**config.mk**
```make
export PLATFORM = sky130hd
export DESIGN_NAME = key_click_gen
export DESIGN_NICKNAME = d
export VERILOG_FILES = /design/src/rtl/key_click_gen.sv
export SDC_FILE = /design/constraint.sdc
export NUM_CORES = 1
export LEC_CHECK = 0
export BUFFER_PORTS_ARGS = -buffer_cell sky130_fd_sc_hd__buf_2
export CORE_ASPECT_RATIO = 0.6
export CORE_MARGIN = 10
export CORE_UTILIZATION = 40
export DETAILED_ROUTE_END_ITERATION = 10
export PLACE_DENSITY = 0.59
export SLEW_MARGIN = 10
export SYNTH_ARGS = -nofsm -noshare
export SYNTH_HDL_FRONTEND = slang
export SYNTH_SLANG_ARGS = --single-unit
export TNS_END_PERCENT = 1
```
**constraint.sdc**
```tcl
create_clock -name clk -period 5.53 [get_ports clk]
set_clock_uncertainty 0.05 [all_clocks]
set_input_delay 1.106 -clock clk [delete_from_list [all_inputs] [get_ports clk]]
set_output_delay 1.106 -clock clk [all_outputs]
set_load 0.01 [all_outputs]
```
**src/rtl/key_click_gen.sv**
```systemverilog
// key_click_gen: emulates a push button for a single/long/double-click
// decoder. A command is accepted over a valid/ready handshake. The block then
// drives an active-low key line through PRESS1 [GAP PRESS2] RECOVER with
// exact phase lengths. Optional deterministic contact bounce can be added at
// the start of every phase.
//
// Ports:
//   clk        system clock
//   rst        synchronous reset, active-high
//   cmd_valid  command present (source holds it until cmd_ready)
//   cmd_type   00 single, 01 long, 10 double, 11 reserved
//   cmd_ready  high only while idle
//   key_out    emulated key, idle high, pressed low
//   busy       inverse of cmd_ready
//   done       one-cycle pulse in the last recover cycle
//   cmd_err    one-cycle pulse after a reserved type is accepted
module key_click_gen #(
    parameter int T_PRESS    = 4800000,
    parameter int T_LONG     = 72000000,
    parameter int T_GAP      = 1200000,
    parameter int T_RECOVER  = 7200000,
    parameter int BOUNCE_N   = 0,
    parameter int BOUNCE_CYC = 24000,
    parameter int CW         = 27
) (
    input  logic       clk,
    input  logic       rst,
    input  logic       cmd_valid,
    input  logic [1:0] cmd_type,
    output logic       cmd_ready,
    output logic       key_out,
    output logic       busy,
    output logic       done,
    output logic       cmd_err
);

    typedef enum logic [2:0] {IDLE, PRESS1, GAP, PRESS2, RECOVER} state_t;

    localparam logic [1:0] TYPE_LONG   = 2'b01;
    localparam logic [1:0] TYPE_DOUBLE = 2'b10;
    localparam logic [1:0] TYPE_RSVD   = 2'b11;

    localparam logic [CW-1:0] PRESS_LAST = CW'(T_PRESS - 1);
    localparam logic [CW-1:0] LONG_LAST  = CW'(T_LONG - 1);
    localparam logic [CW-1:0] GAP_LAST   = CW'(T_GAP - 1);
    localparam logic [CW-1:0] REC_LAST   = CW'(T_RECOVER - 1);

    // Bounce: seg counts cycles inside a segment, tog counts finished
    // segments and parks at TOG_END once the bounce window is over.
    localparam int TW = $clog2(2 * BOUNCE_N + 2);
    localparam int SW = (BOUNCE_CYC > 1) ? $clog2(BOUNCE_CYC) : 1;
    localparam logic [TW-1:0] TOG_END  = TW'(2 * BOUNCE_N);
    localparam logic [SW-1:0] SEG_LAST = SW'(BOUNCE_CYC - 1);

    localparam int MIN_PG  = (T_PRESS < T_GAP) ? T_PRESS : T_GAP;
    localparam int MIN_ALL = (MIN_PG < T_RECOVER) ? MIN_PG : T_RECOVER;
    localparam bit PARAM_OK = (T_PRESS >= 1) && (T_LONG >= 1) && (T_GAP >= 1) &&
                              (T_RECOVER >= 1) && (2 * BOUNCE_N * BOUNCE_CYC < MIN_ALL) &&
                              (64'(T_LONG) < (64'd1 << CW)) &&
                              (64'(T_RECOVER) < (64'd1 << CW));

    state_t          state_q, state_d;
    logic [CW-1:0]   cnt_q, cnt_d;
    logic [1:0]      type_q, type_d;
    logic [SW-1:0]   seg_q, seg_d;
    logic [TW-1:0]   tog_q, tog_d;
    logic            key_q, key_d;
    logic            ready_q, ready_d;
    logic            busy_q, busy_d;
    logic            done_q, done_d;
    logic            err_q, err_d;

    logic            accept;
    logic            last;
    logic [CW-1:0]   last_val;
    logic            target;

    assign accept = cmd_valid && ready_q;

    // State register (all flops).
    always_ff @(posedge clk) begin
        if (rst) begin
            state_q <= IDLE;
            cnt_q   <= '0;
            type_q  <= '0;
            seg_q   <= '0;
            tog_q   <= '0;
            key_q   <= 1'b1;
            ready_q <= 1'b1;
            busy_q  <= 1'b0;
            done_q  <= 1'b0;
            err_q   <= 1'b0;
        end else begin
            state_q <= state_d;
            cnt_q   <= cnt_d;
            type_q  <= type_d;
            seg_q   <= seg_d;
            tog_q   <= tog_d;
            key_q   <= key_d;
            ready_q <= ready_d;
            busy_q  <= busy_d;
            done_q  <= done_d;
            err_q   <= err_d;
        end
    end

    always_ff @(posedge clk) begin
        if (!rst) assert (PARAM_OK);
    end

    // Next-state and phase counters.
    always_comb begin
        state_d  = state_q;
        type_d   = type_q;
        last_val = PRESS_LAST;
        case (state_q)
            PRESS1:  last_val = (type_q == TYPE_LONG) ? LONG_LAST : PRESS_LAST;
            GAP:     last_val = GAP_LAST;
            PRESS2:  last_val = PRESS_LAST;
            RECOVER: last_val = REC_LAST;
            default: last_val = PRESS_LAST;
        endcase
        last = (cnt_q == last_val);

        case (state_q)
            IDLE: begin
                if (accept) begin
                    type_d = cmd_type;
                    if (cmd_type != TYPE_RSVD) state_d = PRESS1;
                end
            end
            PRESS1:  if (last) state_d = (type_q == TYPE_DOUBLE) ? GAP : RECOVER;
            GAP:     if (last) state_d = PRESS2;
            PRESS2:  if (last) state_d = RECOVER;
            RECOVER: if (last) state_d = IDLE;
            default: state_d = IDLE;
        endcase

        // Every transition is a phase entry; IDLE keeps the counters cleared.
        cnt_d = '0;
        seg_d = '0;
        tog_d = '0;
        if (state_d != state_q || state_d == IDLE) begin
            cnt_d = '0;
            seg_d = '0;
            tog_d = '0;
        end else begin
            cnt_d = cnt_q + 1'b1;
            seg_d = seg_q;
            tog_d = tog_q;
            if (tog_q != TOG_END) begin
                if (seg_q == SEG_LAST) begin
                    seg_d = '0;
                    tog_d = tog_q + 1'b1;
                end else begin
                    seg_d = seg_q + 1'b1;
                end
            end
        end
    end

    // Outputs, computed from next-state values so they register in step.
    always_comb begin
        target  = !(state_d == PRESS1 || state_d == PRESS2);
        // Odd segments inside the bounce window invert the target level.
        key_d   = target ^ ((tog_d != TOG_END) && tog_d[0]);
        ready_d = (state_d == IDLE);
        busy_d  = (state_d != IDLE);
        done_d  = (state_d == RECOVER) && (cnt_d == REC_LAST);
        err_d   = accept && (state_q == IDLE) && (cmd_type == TYPE_RSVD);
    end

    assign cmd_ready = ready_q;
    assign key_out   = key_q;
    assign busy      = busy_q;
    assign done      = done_q;
    assign cmd_err   = err_q;

endmodule

```
* After elaboration in Yosys (flattened, before gate mapping)
Index checks and enable logic that the tools add are counted.
Word-level totals: bits in registers 53, input bits 5, output and inout port bits 5, logic and storage cells 56
Operators by class: $add $sub $neg 3, equality and inequality tests 15, muxes and demuxes 15, bitwise operators 1, reduce and logical (&&, ||, !) cells 12
Operators with widths (number):
- 27-bit one-hot mux with 3 select lines | 1
- 27-bit two-way mux | 2
- 27-bit by 1-bit adder with 27-bit output, second input constant | 1
- 27-bit by 23-bit == test with 1-bit output, second input constant | 1
- 27-bit == test | 1
- 3-bit two-way mux | 7
- 15-bit by 1-bit adder with 15-bit output, second input constant | 1
- 15-bit == test, second input constant | 1
- 15-bit two-way mux | 1
- 3-bit one-hot mux with 5 select lines | 1
- 3-bit by 2-bit == test with 1-bit output, second input constant | 3
- 3-bit by 1-bit == test with 1-bit output, second input constant | 2
- 3-bit == test, second input constant | 2
- 3-bit zero test | 2
- 2-bit == test, second input constant | 2
- 1-bit logical AND | 4
- 1-bit two-way mux | 3
- 3-bit != test | 1
- 3-bit nonzero test | 1
- 2-bit by 1-bit == test with 1-bit output, second input constant | 1
- 1-bit logical OR | 2
- 2-bit != test, second input constant | 1
- 2-bit AND reduction | 1
- 2-bit OR reduction | 1
- 3 further kinds | 3

* Depth between registers and ports, before layout
Gate-level depths: netlist of the first run.
depth after elaboration 11, gate-level depth with buffers 9, gate-level depth less buffers 7

* Worst setup path before layout of the first run
No wires, ideal clock.
kind reg2reg, start register cnt_q[8], end register tog_q, library setup time 130 ps, data arrival time 2342 ps, required time 5350 ps, setup slack 3007 ps, stages on the path, launching flop included 9, path buffers 2, clock period less this slack 2523 ps, path through dfxtp_1 > clkbuf_1 > nor3b_1 > mux2i_1 > or4b_1 > or4_4 > o21ai_4 > buf_6 > nor2_1
On the way: word-level cells in the longest chain between the ends 6, elaborated cells on any way between the ends 10, those cells by class eq/ne: 2; mux: 6; reduce/logical: 2
RTL lines:
- start: declaration | RTL line 63 | logic [CW-1:0] cnt_q, cnt_d;
- start signal: assignment | RTL line 95 | cnt_q <= cnt_d;
- 27-bit == test (*) | RTL line 123 | last = (cnt_q == last_val);
- 3-bit two-way mux (on tied branches)
- 3-bit one-hot mux with 5 select lines (*) | RTL line 125 | case (state_q)
- 3-bit != test / 3-bit zero test (equally long branches) | RTL line 143 | if (state_d != state_q || state_d == IDLE) begin
- 1-bit logical OR (*) | RTL line 143
- 1-bit two-way mux (*) | RTL line 143
- end signal: assignment | RTL line 98 | tog_q <= tog_d;
- end: declaration | RTL line 66 | logic [TW-1:0] tog_q, tog_d;
Mark *: on every way between the ends. The rest lies on a longest branch, timed or not. A chain may end at the register's enable or synchronous reset.

* Final worst setup path of the first run
start register state_q[1], end register tog_q
On the way: word-level cells in the longest chain between the ends 8, elaborated cells on any way between the ends 18, those cells by class eq/ne: 6; mux: 9; reduce/logical: 3
RTL lines:
- start: declaration | RTL line 62 | state_t state_q, state_d;
- start signal: assignment | RTL line 94 | state_q <= state_d;
- 3-bit == test, or another cell as far along | RTL line 116, 125
- 27-bit one-hot mux with 3 select lines | RTL line 116 | case (state_q)
- 27-bit == test | RTL line 123
- 3-bit two-way mux (on tied branches)
- 3-bit one-hot mux with 5 select lines | RTL line 125
- 3-bit != test / 3-bit zero test (equally long branches) | RTL line 143
- 1-bit logical OR (*) | RTL line 143
- 1-bit two-way mux (*) | RTL line 143
Marks and branches as above.

==> results of run 1 <==
## Yosys cell counts (2+ instances only)
master	number	share of area, %
and3b_1	2	0.57
or4b_2	2	0.65
nand3b_1	2	0.49
nand4_1	18	3.7
buf_2	4	0.65
and4_1	2	0.57
nor2b_1	3	0.61
nand2b_1	5	1.0
nor2_1	55	6.7
buf_1	2	0.24
ha_1	2	0.81
o22ai_1	3	0.61
nor3b_1	5	1.2
nand2_1	26	3.2
a21oi_1	25	4.1
nor3b_2	2	0.81
xnor2_1	15	4.3
a31oi_1	4	0.81
xor2_1	13	3.7
inv_1	8	0.98
nand3_1	14	2.3
o31ai_1	4	0.98
nor3_1	10	1.6
or3b_2	3	0.85
or3_1	6	1.2
and3_1	5	1.0
and2_1	3	0.61
a2111oi_0	2	0.57
mux2i_1	7	2.3
or4_1	5	1.2
o21ba_2	2	0.65
buf_6	4	1.5
dfxtp_1	53	35
o21ai_1	2	0.33
o211ai_1	3	0.73
nor4_1	9	1.8
o21ai_0	16	2.6
clkbuf_1	14	1.7
## worst min path at each step
stage,depth (start not counted),to,slack (ps)
final,1,cnt_q[0]$_SDFF_PP0_,460
after global placement,2,seg_q[14]$_SDFFE_PP0P_,420
after CTS,1,cnt_q[0]$_SDFF_PP0_,450
after floorplan,1,cnt_q[0]$_SDFF_PP0_,400
after global routing,1,cnt_q[0]$_SDFF_PP0_,470
after detailed placement,1,cnt_q[0]$_SDFF_PP0_,440
## sequential cells by signal, indices dropped and copies added (netlist names), 2 cells and up
register	flops
cnt_q	27
seg_q	15
state_q	3
type_q	2
## logic make-up (layout without fill, tap and decap cells)
group,after synthesis,count (layout),synth area share (%)
xor+xnor,28,28,7.98
simple gates,187,187,33.5
compound gates,74,74,15.5
mux,8,8,2.65
fa+ha+maj,2,2,0.814
flops,53,53,34.5
buf+inv,32,27,5.05
## power groups by stage
stage               registers, W  clock network (W)  logic [W]
global placement        0.000401                  0  0.0000341
CTS                     0.000392           0.000407  0.0000340
global route            0.000393           0.000427  0.0000376
floorplan               0.000400                  0  0.0000275
finish                  0.000392           0.000399  0.0000337
detailed placement      0.000401                  0  0.0000339
## final cells by class
cell class	instances	area, sq um	area share (%)
multi-input cells	299	1860	55.8
flip-flops and latches	53	1060	31.9
well taps	104	130	3.91
clock buffers	5	125	3.76
clock inverters	3	65.1	1.95
repair buffers	11	60.1	1.80
inverters	8	30.0	0.902
## per-stage QoR
| step | setup slack [ps] | cell area [sq um] | hold slack, ps | std cells | util [%] |
|---|---|---|---|---|---|
| floorplan | 3010 | 3070 | 397 | 384 | - |
| global placement | 2040 | 3140 | 424 | 475 | 42.7 |
| detailed placement | 1960 | 3140 | 438 | 475 | 42.7 |
| CTS | 1960 | 3330 | 454 | 483 | 45.3 |
| global route | 1720 | 3330 | 473 | 483 | 45.3 |
| finish | 1970 | 3330 | 457 | 483 | 45.3 |
## per-layer routing
| metal | up-vias | track usage, % | part of all wire [%] |
|---|---|---|---|
| met5 | - | 0 | 0 |
| met3 | 10 | 3.83 | 6.8 |
| li1 | 1383 | - | - |
| met2 | 85 | 16.9 | 37 |
| met4 | 0 | 3.05 | 1.0 |
| met1 | 1290 | 21.3 | 56 |
## critical path, delay by kind of cell (launching register included)
kind	cells	cell delay, ps
simple gates	4	1480
compound gates	1	740
flops	1	720
buf+inv	1	300
mux	1	120
## cell usage in the layout, fill, tap and decap left out, drive strengths merged, types with 3 or more instances in the layout
| cell | Yosys | layout |
|---|---|---|
| nor2b | 3 | 3 |
| o31ai | 4 | 4 |
| a31oi | 4 | 4 |
| xnor2 | 15 | 15 |
| nor2 | 55 | 55 |
| nor4 | 10 | 10 |
| a21oi | 25 | 25 |
| inv | 8 | 8 |
| nand4 | 19 | 19 |
| and3 | 5 | 5 |
| xor2 | 13 | 13 |
| o22ai | 3 | 3 |
| mux2i | 7 | 7 |
| and2 | 3 | 3 |
| nor3 | 10 | 10 |
| buf | 10 | 11 |
| nand2b | 5 | 5 |
| or4 | 6 | 6 |
| or4b | 3 | 3 |
| nand2 | 26 | 26 |
| o211ai | 3 | 3 |
| dfxtp | 53 | 53 |
| o21ai | 20 | 20 |
| or3b | 4 | 4 |
| nand3 | 14 | 14 |
| or3 | 6 | 6 |
| nor3b | 7 | 7 |
| clkbuf | 14 | 5 |
| a2111oi | 3 | 3 |
==> flow_summary.toml, run 1 <==
[status]
status = "finished clean"

[timing]
min_period_ps = 3560
slew_viol_final = 0
rsz0062_at_grt = "false"
hold_violations = 0
max_slew.worst_pin.slew_ps = 1170
fmaxAchievable_ghz = 0.281
maxSlewHeadroom_pct = 20.3
finalSetupTns_ps = 0
fin_crit_sh_pct = 64.5
setup_viol = 0

[logic_synthesis]
ys_warn_count = 0
syn-num-nets = 391
ys_types = 62
async_flop_share_pct = 0
synth-seq-cells = 53
ys_seq_area_share_pct = 34.5
synth-edff-count = 0
ys.flop_type = "dfxtp_1"
avgSynthCellArea_sq_um = 8.01
syn-instance-count = 384
syn_area_sq_um = 3070

[layout]
antenna-diode-count = 0
drive_above_1_share_pct = 9.76
fill_cells = 723
layout.nets = 385
syn_to_final_growth_pct = 8.30

[critical_path]
crit_end = "tog_q$_SDFF_PP0_"
worstPathCellList = "nor3b_2 > mux2i_1 > or4b_1 > or4_4 > o21ai_4 > buf_4 > nor2_1"
cp_max_fo = 36
crit_start = "state_q[1]$_SDFF_PP0_"
critPathKind = "flip-flop to flip-flop"
cp.required_ps = 5640
startpoint_type = "flip-flop"
crit_arrival_ps = 3680
slowest_delay_ps = 740
cp_slowest_cell = "o21ai_4"
rr_endpoint = "tog_q$_SDFF_PP0_"
reg2reg_depth = 7
cp-end-kind = "flip-flop"
rrSetupSlack_ps = 1970
r2r_start = "state_q[1]$_SDFF_PP0_"

[placement]
gp_congestion = 0.913
port-buffer-count = 9
place_hpwl_mm = 5.59

[routing]
first_iter_violations = 251
drt-total-wl_mm = 7.69
wire_per_inst_um = 15.9
drtAntennaViolNets = 0
vias = 2768
vias_per_cell = 5.73
firstDrtPassIters = 5
drcViolationCount = 0

[die]
ios = 10
die_x_um = 133
row_count = 24
initial_core_util_pct = 41.8
die_area_sq_um = 11700
die_y_um = 87.9
core_sq_um = 7360

[clocking]
htreeDepth = 2
ctsRootBufferMaster = "clkbuf_16"
clk_path_buf_depth = 2
post_cts_buffers = 0
path_clk_slew_ps = 70
cts_tree = "done"
cts_resized = 0
numCtsBuffers = 5
clock-sinks = 53
worstSkewPairLatency_ps = 300
postCtsHoldBufs = 0

[power]
finalPower_w = 0.000825
p_leak_nw = 0.993
power_density_nw_per_um2 = 248
combinationalPowerShare_pct = 4.1
p_clk_share_pct = 48.4
seq_power_share_pct = 47.5
power.net_switching_w = 0.000167
peakVddDrop_uv = 114
internal_power_w = 0.000658
switching_share_pct = 20.3

[worst_hold_path]
holdCritPathClass = "flip-flop to flip-flop"
min-delay-start = "cnt_q[0]$_SDFF_PP0_"

[grt]
track_usage_pct = 13.5
grt_pass1_vias = 2443
grt_pass1_wl_mm = 13.0
grt_overflow = 0
antenna_found_initial = 0
grt_max_degree = 37

[job]
drv_cap = 0
No activity file was read; power rests on OpenSTA's default activity.
==> run 2, diff against run 1 <==
==> constraint.sdc (replaced) <==
create_clock -name clk -period 3.4 [get_ports clk]
set_clock_uncertainty 0.05 [all_clocks]
set_input_delay 0.68 -clock clk [delete_from_list [all_inputs] [get_ports clk]]
set_output_delay 0.68 -clock clk [all_outputs]
set_load 0.01 [all_outputs]
==> flow_summary.toml, run 2 (synthesis results as in run 1) <==
[layout]
antenna-diode-count = 0
layout.nets = 392
fin_util_pct = 45.7
layout_commonest_cell = "nor2_1"
drive_above_1_share_pct = 11.1
regMostFlops = "cnt_q"
layout_common_cells = "55 x nor2_1, 53 x dfxtp_1, 26 x nand2_1, 25 x a21oi_1, 18 x nand4_1"
reg_top3 = "cnt_q: 27 flops, seg_q: 15 flops, state_q: 3 flops"
syn_to_final_growth_pct = 9.28
largest_reg_flops = 27

[routing]
drcViolationCount = 0
drt-total-wl_mm = 7.45
firstDrtPassIters = 5
wire_per_inst_um = 15.2
first_iter_violations = 311
drtAntennaViolNets = 0
vias = 2834
vias_per_cell = 5.78

[grt]
grt_pass1_wl_mm = 12.4
grt_overflow = 0
grt_pass1_vias = 2443
track_usage_pct = 12.8
antenna_found_initial = 0
grt_max_degree = 24

[critical_path]
startpoint_type = "flip-flop"
cp-end-kind = "flip-flop"
crit_top_cell = "nor2_1"
r2r_start = "cnt_q[4]$_SDFF_PP0_"
cp_max_fo = 23
reg2reg_depth = 7
rrSetupSlack_ps = 450
cp.required_ps = 3530
critPathKind = "flip-flop to flip-flop"
rr_endpoint = "cnt_q[12]$_SDFF_PP0_"
worstPathCellList = "nand4_1 > nor2_1 > or4b_1 > or4_4 > o21ai_4 > buf_4 > nor2_1"
slowest_delay_ps = 580
crit_arrival_ps = 3080
cp_slowest_cell = "or4_4"

[timing]
finalSetupTns_ps = 0
min_period_ps = 2950
fmaxAchievable_ghz = 0.339
hold_violations = 0
setup_viol = 0
rsz0062_at_grt = "false"
max_slew.worst_pin.slew_ps = 784
maxSlewHeadroom_pct = 47.3
slew_viol_final = 0
fin_crit_sh_pct = 86.9

[clocking]
postCtsHoldBufs = 0
htreeDepth = 2
path_clk_slew_ps = 70
cts_tree = "done"
ctsRootBufferMaster = "clkbuf_16"
post_cts_buffers = 0
numCtsBuffers = 5
worstSkewPairLatency_ps = 300
clock-sinks = 53
clk_path_buf_depth = 2
cts_resized = 0

[worst_hold_path]
hold_end = "seg_q[14]$_SDFFE_PP0P_"
holdPathStages = 2
min-delay-start = "seg_q[14]$_SDFFE_PP0P_"
holdCritPathClass = "flip-flop to flip-flop"

[die]
row_count = 24
ios = 10
die_x_um = 133
core_sq_um = 7360
die_area_sq_um = 11700
initial_core_util_pct = 41.8
die_y_um = 87.9

[placement]
port-buffer-count = 9
place_hpwl_mm = 5.52
gp_congestion = 0.904

[status]
status = "finished clean"

[power]
peakVddDrop_uv = 166
p_leak_nw = 1.02
power_density_nw_per_um2 = 380

[job]
drv_cap = 0
run 2: cell count changes in the layout (fill, tap and decap cells not counted):
cell,change
buf_4,+7
bufinv_16,-1
clkbuf_1,+1
clkinv_2,-1
clkinv_4,+1
run 2: worst max-delay path by stage:
stage / from / to / slack [ps] / cells past startpoint
2_1_floorplan: cnt_q[8]$_SDFF_PP0_ / tog_q$_SDFF_PP0_ / 880 / 8
3_3_place_gp: cnt_q[4]$_SDFF_PP0_ / tog_q$_SDFF_PP0_ / 550 / 7
3_5_place_dp: cnt_q[3]$_SDFF_PP0_ / tog_q$_SDFF_PP0_ / 480 / 7
4_1_cts: cnt_q[3]$_SDFF_PP0_ / seg_q[3]$_SDFFE_PP0P_ / 470 / 7
5_1_grt: cnt_q[2]$_SDFF_PP0_ / cnt_q[9]$_SDFF_PP0_ / 220 / 7
6_report: cnt_q[4]$_SDFF_PP0_ / cnt_q[12]$_SDFF_PP0_ / 450 / 7
run 2: through the flow:
stage	hold slack (ps)	cells	setup WS [ps]	cell area [sq um]	total power, W
finish	441	490	447	3360	0.00127
global route	498	490	219	3360	0.00133
CTS	439	490	469	3360	0.00129
detailed placement	429	482	480	3190	0.000708
global placement	423	482	553	3190	0.000708
floorplan	397	384	877	3070	0.000695
run 2: layout make-up:
cell class | instances | area, sq um
clock buffer | 6 | 129
fill | 748 | 4000
inverter | 8 | 30.0
multi-input combinational | 299 | 1860
sequential | 53 | 1060
clock inverter | 2 | 38.8
timing repair buffer | 18 | 113
tap | 104 | 130
run 2: where the power goes:
group / leakage [nW] / switching [W] / internal, W
sequential: 0.428 / 0.00000963 / 0.000628
clock: 0.0810 / 0.000232 / 0.000349
combinational: 0.507 / 0.0000337 / 0.0000223
total: 1.02 / 0.000275 / 0.00100
run 2: critical path, delay by kind of cell, from the launching register on:
kind | cells | cell delay (ps)
compound gates | 1 | 230
buf+inv | 1 | 320
flops | 1 | 420
simple gates | 5 | 1820
run 2: layer usage:
metal	track usage (%)	part of all wire (%)
met5	0	0
met3	4.80	9.1
met1	19.5	55
met2	16.2	36
met4	2.06	0.39
